File: src/rtl/modular_subtraction.sv
// Limb-serial constant-time modular subtractor: R = (A - B) mod p.
// A borrow-chain pass is always followed by a correction pass that adds p masked by the final borrow.
module modular_subtraction #(
  parameter int unsigned WIDTH = 256,
  parameter int unsigned LIMB  = 64
) (
  input  logic             i_clk,
  input  logic             i_rst,
  input  logic             i_start,
  input  logic [WIDTH-1:0] i_a,
  input  logic [WIDTH-1:0] i_b,
  input  logic [WIDTH-1:0] i_p,
  output logic [WIDTH-1:0] o_result,
  output logic             o_done,
  output logic             o_busy
);

  localparam int unsigned NLIMB = WIDTH / LIMB;
  localparam int unsigned CW    = (NLIMB > 1) ? $clog2(NLIMB) : 1;

  typedef enum logic [1:0] {IDLE, SUB, CORR, DONE} state_e;

  state_e            state_q, state_d;
  logic [WIDTH-1:0]  a_q, b_q, p_q, d_q, result_q;
  logic [CW-1:0]     cnt_q;
  logic              bw_q, cy_q, neg_q;

  logic [LIMB:0]     sub_w, add_w;
  logic [LIMB-1:0]   limb_in;
  logic [WIDTH-1:0]  limb_ext, d_d;
  logic              last_limb;

  assign last_limb = (cnt_q == CW'(NLIMB - 1));

  always_ff @(posedge i_clk) begin
    if (i_rst) state_q <= IDLE;
    else       state_q <= state_d;
  end

  always_comb begin
    state_d = state_q;
    unique case (state_q)
      IDLE: if (i_start)   state_d = SUB;
      SUB:  if (last_limb) state_d = CORR;
      CORR: if (last_limb) state_d = DONE;
      DONE:                state_d = IDLE;
      default:             state_d = IDLE;
    endcase
  end

  always_comb begin
    o_done   = (state_q == DONE);
    o_busy   = (state_q != IDLE);
    o_result = result_q;
  end

  // The low limb of each operand register is the active one; d fills from the top
  // so after NLIMB shifts it holds the full word in natural order.
  always_comb begin
    sub_w    = {1'b0, a_q[LIMB-1:0]} - {1'b0, b_q[LIMB-1:0]} - {{LIMB{1'b0}}, bw_q};
    add_w    = {1'b0, d_q[LIMB-1:0]} + {1'b0, p_q[LIMB-1:0] & {LIMB{neg_q}}}
             + {{LIMB{1'b0}}, cy_q};
    limb_in  = (state_q == SUB) ? sub_w[LIMB-1:0] : add_w[LIMB-1:0];
    limb_ext = '0;
    limb_ext[LIMB-1:0] = limb_in;
    d_d      = (d_q >> LIMB) | (limb_ext << (WIDTH - LIMB));
  end

  always_ff @(posedge i_clk) begin
    if (i_rst) begin
      a_q      <= '0;
      b_q      <= '0;
      p_q      <= '0;
      d_q      <= '0;
      result_q <= '0;
      cnt_q    <= '0;
      bw_q     <= 1'b0;
      cy_q     <= 1'b0;
      neg_q    <= 1'b0;
    end else begin
      unique case (state_q)
        IDLE: begin
          if (i_start) begin
            a_q   <= i_a;
            b_q   <= i_b;
            p_q   <= i_p;
            bw_q  <= 1'b0;
            cnt_q <= '0;
          end
        end
        SUB: begin
          a_q   <= a_q >> LIMB;
          b_q   <= b_q >> LIMB;
          d_q   <= d_d;
          bw_q  <= sub_w[LIMB];
          cnt_q <= cnt_q + 1'b1;
          if (last_limb) begin
            neg_q <= sub_w[LIMB];
            cy_q  <= 1'b0;
            cnt_q <= '0;
          end
        end
        CORR: begin
          p_q   <= p_q >> LIMB;
          d_q   <= d_d;
          cy_q  <= add_w[LIMB];
          cnt_q <= cnt_q + 1'b1;
          // Result is captured on the final correction edge so it is valid alongside o_done.
          if (last_limb) begin
            result_q <= d_d;
            cnt_q    <= '0;
          end
        end
        default: ;
      endcase
    end
  end

endmodule
File: config.mk
export PLATFORM = sky130hd
export DESIGN_NAME = modular_subtraction
export DESIGN_NICKNAME = d
export VERILOG_FILES = /design/src/rtl/modular_subtraction.sv
export SDC_FILE = /design/constraint.sdc
export NUM_CORES = 2
export LEC_CHECK = 0
export CAP_MARGIN = 10
export CORE_AREA = 4 4 402 404
export CTS_CLUSTER_DIAMETER = 80
export DETAILED_ROUTE_END_ITERATION = 8
export DIE_AREA = 0 0 406 408
export PLACE_DENSITY = 0.6
export SETUP_SLACK_MARGIN = 0.3
export SLEW_MARGIN = 10
export SYNTH_ARGS = -nofsm -noshare
export SYNTH_HDL_FRONTEND = slang
export SYNTH_SLANG_ARGS = --single-unit
File: constraint.sdc
create_clock -name i_clk -period 4.75 [get_ports i_clk]
set_clock_uncertainty 0.05 [all_clocks]
set_input_delay 0.7125 -clock i_clk [delete_from_list [all_inputs] [get_ports i_clk]]
set_output_delay 0.7125 -clock i_clk [all_outputs]
set_load 0.01 [all_outputs]
==> results_tabular.tex <==
\begin{tabular}{lr}
\hline
Metric & Value \\
\hline
\multicolumn{2}{l}{\textbf{Global routing}} \\
Antenna violations before repair & 49 \\
Largest net degree at the start of global routing & between 150 and 200 \\
First-pass GRT wire length & 334.6 mm \\
GRT Overall Usage & 0.2697 \\
Via count of the first global-routing pass & just under 50000 \\
GR Overflow Total & 0 \\
\multicolumn{2}{l}{\textbf{Floorplan}} \\
Die width & a little over 400 um \\
Vertical die dimension & around 400 um \\
Row cnt & roughly 150 \\
Top-level port count & 1029 \\
Starting utilization of the core area & 0.3770 \\
Die area & $\sim$170000 um\^{}2 \\
Area of the core & about 160000 um\^{}2 \\
\multicolumn{2}{l}{\textbf{Drt}} \\
DRT antenna net count & 0 \\
Number of vias per cell & between 5 and 6 \\
Via Count & 52010 \\
DRC & 0 \\
Average wire per cell in the routed design & roughly 24 um \\
DRT Wirelength & 234.0 mm \\
First drt pass iteration count & 5 \\
Number of design-rule violations left by the first detailed-router iteration & $\sim$4300 \\
\multicolumn{2}{l}{\textbf{STA}} \\
Final worst path period share & 0.9047 \\
RSZ-0062 raised after global routing & true \\
Number of setup violations in the final report & 0 \\
Slew at the pin with the worst max-slew slack & between 1 and 1.5 ns \\
Pins Over Slew Limit & 0 \\
Total negative slack & 0 ns \\
Peak clock frequency supported by timing & between 200 and 250 MHz \\
Relative max-transition margin & 0.1788 \\
Post-layout minimum cycle time & 4.297 ns \\
Final hold violation count & 0 \\
\multicolumn{2}{l}{\textbf{Clock network}} \\
Clock buffer depth & 3 \\
Setup Fix Bufs, Post-CTS & 0 \\
Reg clk slew, reported paths & 0.06 ns \\
Number of buffers inserted during clock tree synthesis & 151 \\
Hold bufs inserted after CTS & 0 \\
Insertion delay to the later sink of the worst-skew pair & 0.79 ns \\
\# resized after CTS & 0 \\
Max H-tree Level & 4 \\
Cell at the root of the clock tree & clkbuf\_16 \\
Clock tree from TritonCTS & done \\
CTS sink cnt & roughly 1300 \\
\multicolumn{2}{l}{\textbf{Worst setup path}} \\
Most frequent cell on the critical path & fa\_1 \\
Capture point of the worst path & o\_result[254] \\
CP startpoint & b\_q[0] \\
R2R Path End & o\_result[254] \\
R2r setup slk & 0.45 ns \\
Slowest cell on the critical path & fa\_1 \\
Critical R2R Launch & b\_q[0] \\
Stages on worst setup path & 15 \\
CP top delay family & compound AO/OA/AOI/OAI gates \\
Cell-by-cell listing of the critical path & inv\_1 > fa\_1 > ha\_1 > or2\_2 > fa\_1 > nor3b\_1 > o21a\_1 > a211oi\_4 > o21ai\_2 > or4\_4 > a2111o\_1 > a2111oi\_2 > a211oi\_1 > xor2\_1 > a221oi\_2 \\
Data arrival time of the critical path & a little under 5 ns \\
Launching element type of the critical path & flop \\
Crit path max fanout & 4 \\
Worst Path Buf+Inv & 1 \\
Largest stage delay, worst path & roughly 0.53 ns \\
Kind of capture point of the worst setup path & flop \\
Required time of the critical path & approximately 5.4 ns \\
Critical setup path kind & reg2reg \\
R2R depth & 15 \\
\multicolumn{2}{l}{\textbf{Place}} \\
Total of buffers placed on input and output ports & 1028 \\
Estimated wirelength of the detail-placed design & between 150 and 200 mm \\
Cell Count Post-Placement & 9460 \\
Final weighted congestion in routability-driven placement & around 0.93 \\
Cell Area, Placed & slightly above 70000 um\^{}2 \\
\multicolumn{2}{l}{\textbf{Logic synthesis}} \\
Synthesized instance count & around 6800 \\
Cell types with the highest counts after synthesis & dfxtp\_1 (1287), nor2\_1 (1210), mux2i\_1 (784) \\
Cell Area, Synth & approximately 60000 um\^{}2 \\
Count of cell types in the netlist & 87 \\
Async set or reset register ratio after synthesis & 0 \\
Post-synthesis average cell area & slightly below 9 um\^{}2 \\
Share of the synthesized area in the top cell type & 0.4330 \\
Library cell with the highest instance count after synthesis & dfxtp\_1 \\
Synthesized net count & 7780 \\
Cell type contributing the most total cell area after synthesis & dfxtp\_1 \\
Sequential-to-total area share from yosys stat & 0.4330 \\
Number of enable-type register cells in the synthesized netlist & 0 \\
Ys Warns & 0 \\
Most frequently used flop master after synthesis & dfxtp\_1 \\
Yosys reg bits & around 1300 \\
Biggest area contributors in the synthesized netlist & dfxtp\_1 (43\%), mux2i\_1 (13\%), a211oi\_1 (8.7\%) \\
\multicolumn{2}{l}{\textbf{Min path}} \\
Hold WC Path Type & in2reg \\
\multicolumn{2}{l}{\textbf{Layout}} \\
Layout filler cell count & approximately 15000 \\
Number of non-filler instances in the completed layout & about 9800 \\
Number of nets in the layout & 8510 \\
Layout overhead on the synthesized area & 28.78\% \\
Design area & about 77000 um\^{}2 \\
Layout cells sized above 1 & 0.04869 \\
\multicolumn{2}{l}{\textbf{Outcome}} \\
Result of the run & finished, final reports clean \\
\multicolumn{2}{l}{\textbf{Pwr}} \\
Pwr Density & $\sim$660 nW/um\^{}2 \\
Static leakage & roughly 29 nW \\
Worst vdd rail ir drop & roughly 0.53 mV \\
\multicolumn{2}{l}{\textbf{Flow run}} \\
Max-cap violations & 0 \\
\hline
\end{tabular}
[flip-flops by register name, indices dropped and copies added, names as in the netlist]
name	flops
o_result	256
b_q	256
p_q	256
neg_q	1
bw_q	1
cnt_q	2
d_q	256
cy_q	1
state_q	2
a_q	256
[area by class of cell]
type	count	area, um^2	share of cell area
flip-flops and latches	1287	25770	0.3362
inverters	226	848.3	0.01107
diodes	25	62.56	0.0008164
clock buffers	222	4511	0.05886
multi-input cells	4754	30830	0.4023
well taps	2072	2592	0.03383
repair buffers	1121	11370	0.1483
clock inverters	51	658.1	0.008588
[how the worst min path moves through the flow]
stage               slack (ns)     startpoint            end  depth (start not counted)
floorplan                 0.39       d_q[247]  o_result[183]                          2
global placement          0.39  o_result[161]  o_result[161]                          2
detailed placement        0.40  o_result[124]  o_result[124]                          2
CTS                       0.37          i_rst       p_q[200]                          2
global route              0.33          i_rst       p_q[200]                          2
finish                    0.30          i_rst       p_q[200]                          2
[cells by family (layout without fill, tap and decap cells)]
family          Yosys count  count (layout)  synth area share
mux                     786             786            0.1322
buf+inv                 770            1620           0.05105
fa+ha+maj               198             198           0.04213
simple gates           2003            2003            0.1365
xor+xnor                108             108           0.01590
other cells               0              25                 0
flops                  1287            1287            0.4330
compound gates         1659            1659            0.1892
[report_power, final]
part / total [mW] / internal (mW) / switching, mW
Clock: 12.0 / 7.11 / 4.86
Combinational: 23.3 / 8.71 / 14.6
Sequential: 15.3 / 13.4 / 1.86
Total: 50.5 / 29.2 / 21.3
[cells in the final DEF (no fill, tap or decap), types with 38 or more instances in the layout]
master	count
o21ai_1	38
clkbuf_16	155
mux2i_1	784
ha_1	191
dfxtp_1	1286
buf_4	63
nor2_1	1208
xnor2_1	45
nand4_1	44
clkdlybuf4s50_1	1027
and2_1	73
o21ai_0	93
clkbuf_8	38
a211oi_1	692
inv_1	225
a21oi_1	392
nand2_1	537
xor2_1	62
a21o_1	58
a22oi_1	196
[per-stage QoR]
step                utilization  power [mW]  worst slack [ns]  hold WS [ns]
finish                   0.4855       50.51            0.4526        0.3008
global route             0.4854       53.58            0.2792        0.3340
CTS                      0.4851       50.57            0.3696        0.3693
detailed placement       0.4523       38.47            0.3736        0.3961
global placement         0.4523       38.27            0.4580        0.3931
floorplan                     -       30.87            0.8071        0.3897
[metal layers]
layer | wire, um | vias to the layer above | global-route usage | share of wire
met5 | 162 | - | 0 | 0.00069
met4 | 6120 | 22 | 0.06962 | 0.026
met3 | 16340 | 279 | 0.06400 | 0.070
met2 | 112300 | 1559 | 0.4549 | 0.48
met1 | 99050 | 24607 | 0.3451 | 0.42
li1 | - | 25543 | - | -
Note: power is estimated with default switching activity, not from simulation.
